`src/rtl/grey_ptr_decoder_pkg.sv`:
```
// Shared constants and helpers for the Gray pointer decoder.
package grey_ptr_decoder_pkg;

  localparam int PTR_WIDTH_DEF   = 5;
  localparam int PIPE_STAGES_MIN = 1;
  localparam int PIPE_STAGES_MAX = 2;

  function automatic bit stages_legal(input int n);
    return (n >= PIPE_STAGES_MIN) && (n <= PIPE_STAGES_MAX);
  endfunction

  // Reference Gray-to-binary on a zero-extended 32-bit value.
  function automatic logic [31:0] gray2bin(input logic [31:0] g);
    logic [31:0] b;
    b[31] = g[31];
    for (int i = 30; i >= 0; i--) b[i] = b[i+1] ^ g[i];
    return b;
  endfunction

  function automatic int unsigned popcount(input logic [31:0] v);
    int unsigned c;
    c = 0;
    for (int i = 0; i < 32; i++) c += 32'(v[i]);
    return c;
  endfunction

endpackage

```
`src/rtl/grey_ptr_decoder_if.sv`:
```
// Sample-in / decoded-pointer-out bundle for grey_ptr_decoder.
// master: pointer source side; slave: the decoder.
interface grey_ptr_decoder_if
  import grey_ptr_decoder_pkg::*;
#(
  parameter int PTR_WIDTH = PTR_WIDTH_DEF
);
  logic [PTR_WIDTH-1:0] grey_in;
  logic                 grey_valid;
  logic                 err_clr;
  logic [PTR_WIDTH-1:0] binary_out;
  logic                 binary_valid;
  logic [PTR_WIDTH-1:0] delta;
  logic                 gray_err;
  logic                 err_sticky;

  modport master (
    output grey_in, grey_valid, err_clr,
    input  binary_out, binary_valid, delta, gray_err, err_sticky
  );

  modport slave (
    input  grey_in, grey_valid, err_clr,
    output binary_out, binary_valid, delta, gray_err, err_sticky
  );
endinterface

```
`src/rtl/grey_ptr_decoder_dec.sv`:
```
// Combinational Gray-to-binary slice. seed is the already-decoded binary
// bit just above this slice (0 for the top slice), so a word can be
// decoded in pieces across pipeline stages.
module grey_ptr_decoder_dec
  import grey_ptr_decoder_pkg::*;
#(
  parameter int W = PTR_WIDTH_DEF
) (
  input  logic [W-1:0] grey,
  input  logic         seed,
  output logic [W-1:0] bin
);
  // Each bit is the XOR of all Gray bits at and above it, plus the seed.
  for (genvar i = 0; i < W; i++) begin : g_bit
    assign bin[i] = seed ^ (^grey[W-1:i]);
  end
endmodule

```
`src/rtl/grey_ptr_decoder.sv`:
```
// Receive-side Gray pointer decoder: registered Gray-to-binary decode
// (1 or 2 stages), pointer advance (delta) and illegal-transition flag.
// Optional build macro: GREY_DEC_ERR_CHECK_EN enables the Hamming check,
// gray_err and err_sticky; without it both outputs are tied low.
module grey_ptr_decoder
  import grey_ptr_decoder_pkg::*;
#(
  parameter int PTR_WIDTH   = PTR_WIDTH_DEF,
  parameter int PIPE_STAGES = 1
) (
  input logic              clk,
  input logic              rst,
  grey_ptr_decoder_if.slave bus
);
  localparam int HI_W = (PTR_WIDTH + 1) / 2;
  localparam int LO_W = PTR_WIDTH - HI_W;

  if (!stages_legal(PIPE_STAGES)) begin : g_bad_stages
    $fatal(1, "grey_ptr_decoder: PIPE_STAGES must be 1 or 2");
  end

  logic                   have_prev;
  logic [PIPE_STAGES:1]   vld_pipe;
  logic                   f_vld;
  logic                   f_first;
  logic [PTR_WIDTH-1:0]   f_bin;
  logic [PTR_WIDTH-1:0]   bin_q;
  logic [PTR_WIDTH-1:0]   delta_q;

  // Remember whether any valid sample has been seen since reset.
  always_ff @(posedge clk) begin
    if (rst)                 have_prev <= 1'b0;
    else if (bus.grey_valid) have_prev <= 1'b1;
  end

  // Valid shift register; reset drops every in-flight sample.
  always_ff @(posedge clk) begin
    if (rst) begin
      vld_pipe <= '0;
    end else begin
      vld_pipe[1] <= bus.grey_valid;
      for (int i = 2; i <= PIPE_STAGES; i++) vld_pipe[i] <= vld_pipe[i-1];
    end
  end

  // f_* is what the output register captures at the next edge.
  if (PIPE_STAGES == 1) begin : g_p1
    grey_ptr_decoder_dec #(.W(PTR_WIDTH)) u_dec (
      .grey (bus.grey_in),
      .seed (1'b0),
      .bin  (f_bin)
    );
    assign f_vld   = bus.grey_valid;
    assign f_first = ~have_prev;
  end else begin : g_p2
    logic [HI_W-1:0] hi_bin;
    logic [HI_W-1:0] s1_hi;
    logic [LO_W-1:0] s1_lo;
    logic [LO_W-1:0] lo_bin;
    logic            s1_first;

    grey_ptr_decoder_dec #(.W(HI_W)) u_hi (
      .grey (bus.grey_in[PTR_WIDTH-1:LO_W]),
      .seed (1'b0),
      .bin  (hi_bin)
    );

    // Stage 1: decoded upper half, raw lower Gray bits, first-sample tag.
    always_ff @(posedge clk) begin
      if (rst) begin
        s1_hi    <= '0;
        s1_lo    <= '0;
        s1_first <= 1'b0;
      end else if (bus.grey_valid) begin
        s1_hi    <= hi_bin;
        s1_lo    <= bus.grey_in[LO_W-1:0];
        s1_first <= ~have_prev;
      end
    end

    // Stage 2 seeds the lower chain from the lowest decoded upper bit.
    grey_ptr_decoder_dec #(.W(LO_W)) u_lo (
      .grey (s1_lo),
      .seed (s1_hi[0]),
      .bin  (lo_bin)
    );
    assign f_bin   = {s1_hi, lo_bin};
    assign f_vld   = vld_pipe[1];
    assign f_first = s1_first;
  end

  // Output register; bin_q doubles as the previous decoded pointer.
  always_ff @(posedge clk) begin
    if (rst) begin
      bin_q   <= '0;
      delta_q <= '0;
    end else if (f_vld) begin
      bin_q   <= f_bin;
      delta_q <= f_first ? '0 : f_bin - bin_q;
    end
  end

  assign bus.binary_out   = bin_q;
  assign bus.delta        = delta_q;
  assign bus.binary_valid = vld_pipe[PIPE_STAGES];

`ifdef GREY_DEC_ERR_CHECK_EN
  logic [PTR_WIDTH-1:0] prev_grey;
  logic                 err0;
  logic                 f_err;
  logic [PIPE_STAGES:1] err_pipe;
  logic                 sticky_q;

  assign err0 = bus.grey_valid & have_prev &
                (popcount(32'(bus.grey_in ^ prev_grey)) > 1);
  assign f_err = (PIPE_STAGES == 1) ? err0 : err_pipe[1];

  // Last valid Gray sample, compared against the next one.
  always_ff @(posedge clk) begin
    if (rst)                 prev_grey <= '0;
    else if (bus.grey_valid) prev_grey <= bus.grey_in;
  end

  // Error travels alongside its sample so it lines up with binary_valid.
  always_ff @(posedge clk) begin
    if (rst) begin
      err_pipe <= '0;
    end else begin
      err_pipe[1] <= err0;
      for (int i = 2; i <= PIPE_STAGES; i++) err_pipe[i] <= err_pipe[i-1];
    end
  end

  // Sticky error: a new error beats a simultaneous clear.
  always_ff @(posedge clk) begin
    if (rst)              sticky_q <= 1'b0;
    else if (f_err)       sticky_q <= 1'b1;
    else if (bus.err_clr) sticky_q <= 1'b0;
  end

  assign bus.gray_err   = err_pipe[PIPE_STAGES];
  assign bus.err_sticky = sticky_q;
`else
  logic unused_err_clr;
  assign unused_err_clr = bus.err_clr;
  assign bus.gray_err   = 1'b0;
  assign bus.err_sticky = 1'b0;
`endif

endmodule

```
`src/flat_wrapper.sv`:
```
// flat-port wrapper written by rule: the top's interface ports become plain ports
module grey_ptr_decoder_flat import grey_ptr_decoder_pkg::*;
#(
  parameter int PTR_WIDTH   = PTR_WIDTH_DEF,
  parameter int PIPE_STAGES = 1
)
  (clk, rst, bus_grey_in, bus_grey_valid, bus_err_clr, bus_binary_out, bus_binary_valid, bus_delta, bus_gray_err, bus_err_sticky);
  grey_ptr_decoder_if #(.PTR_WIDTH(PTR_WIDTH)) bus_i ();
  input logic clk;
  input logic rst;
  input wire logic [$bits(bus_i.grey_in)-1:0] bus_grey_in;
  input wire logic [$bits(bus_i.grey_valid)-1:0] bus_grey_valid;
  input wire logic [$bits(bus_i.err_clr)-1:0] bus_err_clr;
  output wire logic [$bits(bus_i.binary_out)-1:0] bus_binary_out;
  output wire logic [$bits(bus_i.binary_valid)-1:0] bus_binary_valid;
  output wire logic [$bits(bus_i.delta)-1:0] bus_delta;
  output wire logic [$bits(bus_i.gray_err)-1:0] bus_gray_err;
  output wire logic [$bits(bus_i.err_sticky)-1:0] bus_err_sticky;
  assign bus_i.grey_in = bus_grey_in;
  assign bus_i.grey_valid = bus_grey_valid;
  assign bus_i.err_clr = bus_err_clr;
  assign bus_binary_out = bus_i.binary_out;
  assign bus_binary_valid = bus_i.binary_valid;
  assign bus_delta = bus_i.delta;
  assign bus_gray_err = bus_i.gray_err;
  assign bus_err_sticky = bus_i.err_sticky;
  grey_ptr_decoder #(.PTR_WIDTH(PTR_WIDTH), .PIPE_STAGES(PIPE_STAGES)) u_core (.clk(clk), .rst(rst), .bus(bus_i));
endmodule
```
`config.mk`:
```
export PLATFORM = sky130hd
export DESIGN_NAME = grey_ptr_decoder_flat
export DESIGN_NICKNAME = d
export VERILOG_FILES = /design/src/rtl/grey_ptr_decoder_pkg.sv /design/src/rtl/grey_ptr_decoder_if.sv /design/src/rtl/grey_ptr_decoder_dec.sv /design/src/rtl/grey_ptr_decoder.sv /design/src/flat_wrapper.sv
export SDC_FILE = /design/constraint.sdc
export NUM_CORES = 1
export LEC_CHECK = 0
export ABC_AREA = 1
export ABC_CLOCK_PERIOD_IN_PS = 2200
export CELL_PAD_IN_SITES_DETAIL_PLACEMENT = 1
export CELL_PAD_IN_SITES_GLOBAL_PLACEMENT = 2
export CORE_AREA = 3 3 60 62
export CTS_CLUSTER_DIAMETER = 200
export DETAILED_ROUTE_END_ITERATION = 10
export DIE_AREA = 0 0 63 65
export PLACE_DENSITY_LB_ADDON = 0.1
export SLEW_MARGIN = 10
export SYNTH_ARGS = -nofsm -noshare
export SYNTH_HDL_FRONTEND = slang
export SYNTH_SLANG_ARGS = --single-unit
```
`constraint.sdc`:
```
create_clock -name clk -period 2.2 [get_ports clk]
set_input_delay 0.55 -clock clk [delete_from_list [all_inputs] [get_ports clk]]
set_output_delay 0.55 -clock clk [all_outputs]
set_load 0.005 [all_outputs]
```
==> impl_metrics.json, run 1 <==
{
  "outcome": "finished, final reports clean",
  "areaGrowthSynthToFinish_pct": 40.3,
  "pwr-share-comb": 0.342,
  "crit_path_start_kind": "primary input",
  "numClockSinks": 12,
  "rsz0062_at_grt": "false",
  "place_congestion": 0.735,
  "synth-seq-cells": 12,
  "criticalPathCategory": "primary input to register",
  "die_y_um": 65,
  "switching_share": 0.317,
  "clk_latency_ns": 0.27,
  "r2r_slack_ns": 0.69,
  "row_count": 20,
  "p_sw_mw": 0.182,
  "hold_buffers": 0,
  "design_area_um2": 1030,
  "design.die.area_um2": 4100,
  "wl_per_cell_um": 9.96,
  "finalSetupViolCount": 0,
  "p_leak_nw": 0.492,
  "pwr-share-clk": 0.240,
  "slew_violations": 0,
  "initial_utilization": 0.238,
  "cp_top_family": "simple AND/OR/NAND/NOR gates",
  "placed_cell_area_um2": 990,
  "cp-end-kind": "register",
  "vias": 675,
  "path_cells": "dlygate4sd2_1, buf_4, nand2_2, nand2_1, nand2_1, and2_1, ha_2, inv_2, fa_2, nand3_2, inv_1, nor2_1, nand2_1, nand3_1, a21oi_1",
  "core-area_um2": 3080,
  "drive_above_1_share": 0.214,
  "grt_use_total": 0.0936,
  "hold_viol_final": 0,
  "avgSynthCellArea_um2": 7.19,
  "grt_max_degree": 13,
  "cts_made_buffers": 3,
  "ant_nets": 0,
  "worstPathMaxFanout": 3,
  "cts_tree": "built",
  "slowest_delay_ns": 0.36,
  "internal_power_mw": 0.393,
  "wl_um": 1690,
  "cpMaxStageDelayCell": "fa_2",
  "cap_violations": 0,
  "critPathMostFrequentCell": "nand2_1",
  "p_seq_frac": 0.418,
  "cts_max_path_buffers": 2,
  "avgViaCountPerCell": 3.97,
  "die_w_um": 63,
  "fin_crit_ns": 2.08,
  "vdd_ir_drop_max_mv": 0.228,
  "netlist_area_um2": 733,
  "ys_seq_area_frac": 0.328,
  "grt_pass1_vias": 689,
  "critPathBufInv": 4,
  "first_pass_iters": 3,
  "top_level_ports": 22,
  "clock_skew_ns": 0.00487,
  "grt_pass1_wl_um": 2990,
  "overflow": 0,
  "syn_inst": 102,
  "fin_crit_sh": 0.947,
  "port_buffers": 18,
  "num-fill-cells": 388,
  "antenna_found_initial": 0,
  "p_per_area_nw_per_um2": 559,
  "finalSetupTns_ns": 0,
  "drc_errors": 0,
  "synth_cell_types": 24,
  "fmax_ghz": 0.480,
  "antenna_cells": 0,
  "arrival_ns": 2.22,
  "nNetsFinal": 142,
  "post_cts_buffers": 0,
  "cts_max_level": 1,
  "cp_data_required_time_ns": 2.34,
  "yosys_warnings": 0,
  "dpl.hpwl_um": 1360,
  "final_cell_mix": "18 x nand2_1, 14 x inv_1, 13 x clkdlybuf4s50_1, 12 x dfxtp_1, 9 x a21oi_1",
  "drt_iter0_drc": 14,
  "hp-class": "register to register",
  "path_clk_slew_ns": 0.07,
  "final_common_cell": "nand2_1",
  "cts_root_buf": "clkbuf_4"
}
-- per-layer routing --
metal  part of all wire  global-route usage  routed length [um]  vias to the layer above
met5                  0                   0                   0                        -
met4             0.0089              0.0248                  15                        0
met3              0.047              0.0364                  79                        2
met2               0.52               0.174                 884                       14
met1               0.42              0.0976                 714                      299
li1                   -                   -                   -                      360
-- registers in the layout (all words and copies together), names as in the netlist --
| signal | flops |
|---|---|
| u_core.bus.delta | 5 |
| u_core.have_prev | 1 |
| u_core.bus.binary_out | 5 |
| u_core.bus.binary_valid | 1 |
-- worst paths after layout --
kind / startpoint / end / depth (start not counted)
max: bus_grey_in[3] / u_core.bus.delta[4] / 15
min: u_core.bus.delta[4] / u_core.bus.delta[4] / 2
max reg2reg: u_core.bus.binary_out[0] / u_core.bus.delta[4] / 9
min reg2reg: u_core.bus.delta[4] / u_core.bus.delta[4] / 2
-- cells in the mapped netlist --
cell | n | area [um^2]
a2bb2oi_1 | 1 | 8.76
xor2_1 | 3 | 26.3
xor2_2 | 1 | 16.3
a211oi_1 | 1 | 7.51
nand3_1 | 9 | 45.0
inv_2 | 1 | 3.75
nor2_1 | 8 | 30.0
buf_2 | 1 | 5.00
dfxtp_1 | 12 | 240
nand2_4 | 1 | 11.3
buf_6 | 1 | 11.3
fa_1 | 1 | 20.0
o21ai_1 | 1 | 5.00
a21oi_1 | 9 | 45.0
inv_1 | 16 | 60.1
and2_1 | 1 | 6.26
o21ai_0 | 2 | 10.0
ha_1 | 4 | 50.1
nand2_1 | 21 | 78.8
xnor2_1 | 2 | 17.5
conb_1 | 1 | 3.75
clkbuf_1 | 1 | 3.75
buf_4 | 2 | 15.0
nand2_2 | 2 | 12.5
-- final cells by class --
type / count / area [um^2] / share of cell area
inverters: 17 / 63.8 / 0.0620
flip-flops and latches: 12 / 240 / 0.234
clock buffers: 3 / 22.5 / 0.0219
multi-input cells: 69 / 428 / 0.416
well taps: 44 / 55.1 / 0.0535
repair buffers: 25 / 219 / 0.213
-- worst min-delay path: stages, from the launching register on --
cell and delay (ns):
dfxtp_1 0.31, nand2_1 0.06, a21oi_1 0.05
-- kinds of logic (layout without fill, tap and decap cells) --
kind of cell	Yosys count	count (layout)	synth area share
AO/OA/AOI/OAI	14	14	0.104
XOR/XNOR	6	6	0.0819
adder cells (fa/ha/maj)	5	5	0.0956
buffers and inverters	22	45	0.135
flip-flops	12	12	0.328
other	1	2	0.00511
AND/OR/NAND/NOR	42	42	0.251
-- power groups by stage --
| stage | clock, mW | combinational (mW) | sequential (mW) |
|---|---|---|---|
| 6_report | 0.138 | 0.197 | 0.241 |
| 4_1_cts | 0.148 | 0.199 | 0.241 |
| 3_3_place_gp | 0 | 0.191 | 0.246 |
| 3_5_place_dp | 0 | 0.194 | 0.246 |
| 5_1_grt | 0.156 | 0.226 | 0.244 |
| 2_1_floorplan | 0 | 0.115 | 0.247 |
-- what timing repair did --
item | in CTS | in global routing
pin swaps | 5 | 1
gates resized for setup | 11 | 8
endpoints found under the setup margin | 4 | 2
endpoints found under the hold margin | 0 | 0
cloned | 0 | 0
-- through the flow --
step | hold slack [ns] | util | setup WS, ns | power [mW] | cells
after floorplan | 0.435 | - | 0.194 | 0.361 | 103
after global placement | 0.453 | 0.322 | -0.519 | 0.437 | 167
after detailed placement | 0.456 | 0.322 | -0.564 | 0.440 | 167
after CTS | 0.470 | 0.332 | 0.0121 | 0.587 | 170
after global routing | 0.488 | 0.334 | 0.00924 | 0.626 | 170
final | 0.465 | 0.334 | 0.117 | 0.575 | 170
No activity file was read; power rests on OpenSTA's default activity.
==> inputs of run 2 (changes only) <==
--- a/config.mk
+++ b/config.mk
@@ -7,14 +7,16 @@
 export LEC_CHECK = 0
 export ABC_AREA = 1
 export ABC_CLOCK_PERIOD_IN_PS = 2200
+export CAP_MARGIN = 20
 export CELL_PAD_IN_SITES_DETAIL_PLACEMENT = 1
 export CELL_PAD_IN_SITES_GLOBAL_PLACEMENT = 2
-export CORE_AREA = 3 3 60 62
+export CORE_AREA = 3 3 62 64
 export CTS_CLUSTER_DIAMETER = 200
 export DETAILED_ROUTE_END_ITERATION = 10
-export DIE_AREA = 0 0 63 65
+export DIE_AREA = 0 0 65 67
 export PLACE_DENSITY_LB_ADDON = 0.1
 export SLEW_MARGIN = 10
 export SYNTH_ARGS = -nofsm -noshare
 export SYNTH_HDL_FRONTEND = slang
+export SYNTH_HIERARCHICAL = 1
 export SYNTH_SLANG_ARGS = --single-unit
==> run 2 against run 1 <==
- utilization rose by 2.4 points
- critical path type unchanged
- first-iteration DRC count did not move
- highest routed layer unchanged
- maximum frequency rose by 3.4%
- sequential power barely moved
==> impl_metrics.json, run 2 <==
{
  "arrival_ns": 2.22,
  "synth_most_common_cell": "nand2_1",
  "netlist_area_um2": 798,
  "dpl.hpwl_um": 1740,
  "avgSynthCellArea_um2": 6.54,
  "clock_skew_ns": 0.00403,
  "fin_crit_sh": 0.916,
  "slew_violations": 0,
  "fin_crit_ns": 2.01,
  "reg2reg_from": "u_core/bus.binary_out[0]",
  "top_level_ports": 22,
  "synthFlopType": "dfxtp_1",
  "grt_pass1_vias": 861,
  "antenna_cells": 0,
  "drc_errors": 0,
  "vias": 848,
  "synth-seq-cells": 12,
  "vdd_ir_drop_max_mv": 0.146,
  "row_count": 21,
  "regToRegEndpoint": "u_core/bus.delta[4]",
  "path_cells": "dlygate4sd2_1, buf_4, nand2_1, nand2_1, nand2_1, nand3_1, nand2_2, inv_1, fa_2, inv_2, nand2_1, nand2_1, nand2_1, nand2_1, nand3_1, a21oi_2",
  "drt_iter0_drc": 14,
  "synth_cell_types": 20,
  "avgViaCountPerCell": 4.08,
  "nNetsFinal": 177,
  "cts_tree": "built",
  "cp_data_required_time_ns": 2.40,
  "first_pass_iters": 4,
  "design.die.area_um2": 4360,
  "cp-end-kind": "register",
  "overflow": 0,
  "criticalPathCategory": "primary input to register",
  "r2r_cells": 9,
  "p_leak_nw": 0.605,
  "critPathLaunch": "bus_grey_in[1]",
  "fmax_ghz": 0.496,
  "ant_nets": 0,
  "num-fill-cells": 445,
  "synthTopCellsByCount": "38 x nand2_1, 15 x inv_1, 13 x nor2_1",
  "areaGrowthSynthToFinish_pct": 49.8,
  "cts_root_buf": "clkbuf_4",
  "cts_max_level": 1,
  "die_w_um": 65,
  "hp-class": "register to register",
  "wl_um": 2080,
  "hold_buffers": 0,
  "synth_edf_count": 0,
  "place_congestion": 0.719,
  "core-area_um2": 3340,
  "grt_use_total": 0.104,
  "cpMaxStageDelayCell": "fa_2",
  "port_buffers": 18,
  "critPathMostFrequentCell": "nand2_1",
  "synth-async-reset-ratio": 0,
  "wl_per_cell_um": 9.98,
  "syn_inst": 122,
  "r2r_slack_ns": 0.79,
  "layout.cells.non_filler": 208,
  "initial_utilization": 0.239,
  "post-route-util": 0.358,
  "die_y_um": 67,
  "yosys_warnings": 6,
  "cts_made_buffers": 3,
  "slowest_delay_ns": 0.35,
  "cts_max_path_buffers": 2,
  "final_common_cell": "nand2_1",
  "grt_pass1_wl_um": 3530,
  "dp.cells": 203,
  "clk_latency_ns": 0.27,
  "rsz0062_at_grt": "false",
  "outcome": "finished, final reports clean",
  "synth_area_leaders": "dfxtp_1 30%, nand2_1 18%, inv_1 7.1%",
  "path_clk_slew_ns": 0.08,
  "numClockSinks": 12,
  "post-synth-top-area-cell": "dfxtp_1",
  "antenna_found_initial": 0,
  "cap_violations": 0,
  "p_per_area_nw_per_um2": 553,
  "crit_end": "u_core/bus.delta[4]",
  "grt_max_degree": 13,
  "drive_above_1_share": 0.265,
  "synth_top_area_frac": 0.301,
  "crit_path_start_kind": "primary input",
  "worstPathMaxFanout": 3,
  "finalSetupViolCount": 0,
  "final_cell_mix": "35 x nand2_1, 17 x buf_4, 13 x clkdlybuf4s50_1, 13 x inv_1, 13 x nor2_1",
  "hold_viol_final": 0,
  "ys_seq_area_frac": 0.301,
  "power_mw": 0.661,
  "finalSetupTns_ns": 0
}
[run 2: what timing repair did]
| action | in CTS | in global routing |
|---|---|---|
| setup buffers | 1 | 0 |
| setup endpoints to repair | 4 | 4 |
| gates resized for setup | 10 | 10 |
| pin swaps | 4 | 1 |
| gates cloned | 0 | 0 |
[run 2: layout make-up]
class,instances,area (um^2),share of cell area
Inverter,20,75.1,0.0628
Timing Repair Buffer,35,290,0.243
Tap cell,46,57.6,0.0481
Multi-Input combinational cell,91,497,0.415
Sequential cell,12,240,0.201
Clock buffer,4,36.3,0.0303
[run 2: how the worst min path moves through the flow]
stage | start | to | slack [ns] | cells past startpoint
global placement | u_core/bus.delta[3] | u_core/bus.delta[3] | 0.45 | 2
detailed placement | u_core/bus.delta[2] | u_core/bus.delta[2] | 0.46 | 2
global route | u_core/bus.delta[3] | u_core/bus.delta[3] | 0.50 | 2
finish | u_core/bus.delta[2] | u_core/bus.delta[2] | 0.47 | 2
floorplan | u_core/bus.delta[2] | u_core/bus.delta[2] | 0.46 | 2
CTS | u_core/bus.delta[2] | u_core/bus.delta[2] | 0.47 | 2
[run 2: report_power, final]
group	total (mW)	switching, mW	leakage [nW]	internal, mW
registers	0.244	0.0114	0.0989	0.232
clock network	0.180	0.0794	0.0210	0.100
logic	0.238	0.114	0.485	0.124
[run 2: per-stage QoR]
step                      setup slack, ns  instance area (um^2)  hold WS, ns
final                               0.186                  1200        0.465
after CTS                          0.0409                  1200        0.469
after global placement             -0.546                  1140        0.452
after global routing              0.00370                  1200        0.503
after floorplan                     0.202                   817        0.460
after detailed placement           -0.588                  1140        0.455
[run 2: worst max-delay path: cells and delay by family]
family	cells	cell delay, ns
buf+inv	4	0.54
fa+ha+maj	1	0.35
compound gates	1	0.11
simple gates	10	0.65
[run 2: per-layer routing]
metal	vias to the layer above	share of wire	GRT usage
li1	451	-	-
met3	2	0.024	0.0101
met2	11	0.54	0.199
met4	0	0.0063	0.0396
met5	-	0	0
met1	384	0.43	0.118
[run 2: kinds of logic after synthesis]
| kind of cell | synth area share |
|---|---|
| buffers and inverters | 0.133 |
| adders and majority gates | 0.0878 |
| and+or+nand+nor | 0.345 |
| AOI/OAI and AO/OA | 0.107 |
| other | 0.00470 |
| xor gates and xnor gates | 0.0219 |
| DFF | 0.301 |
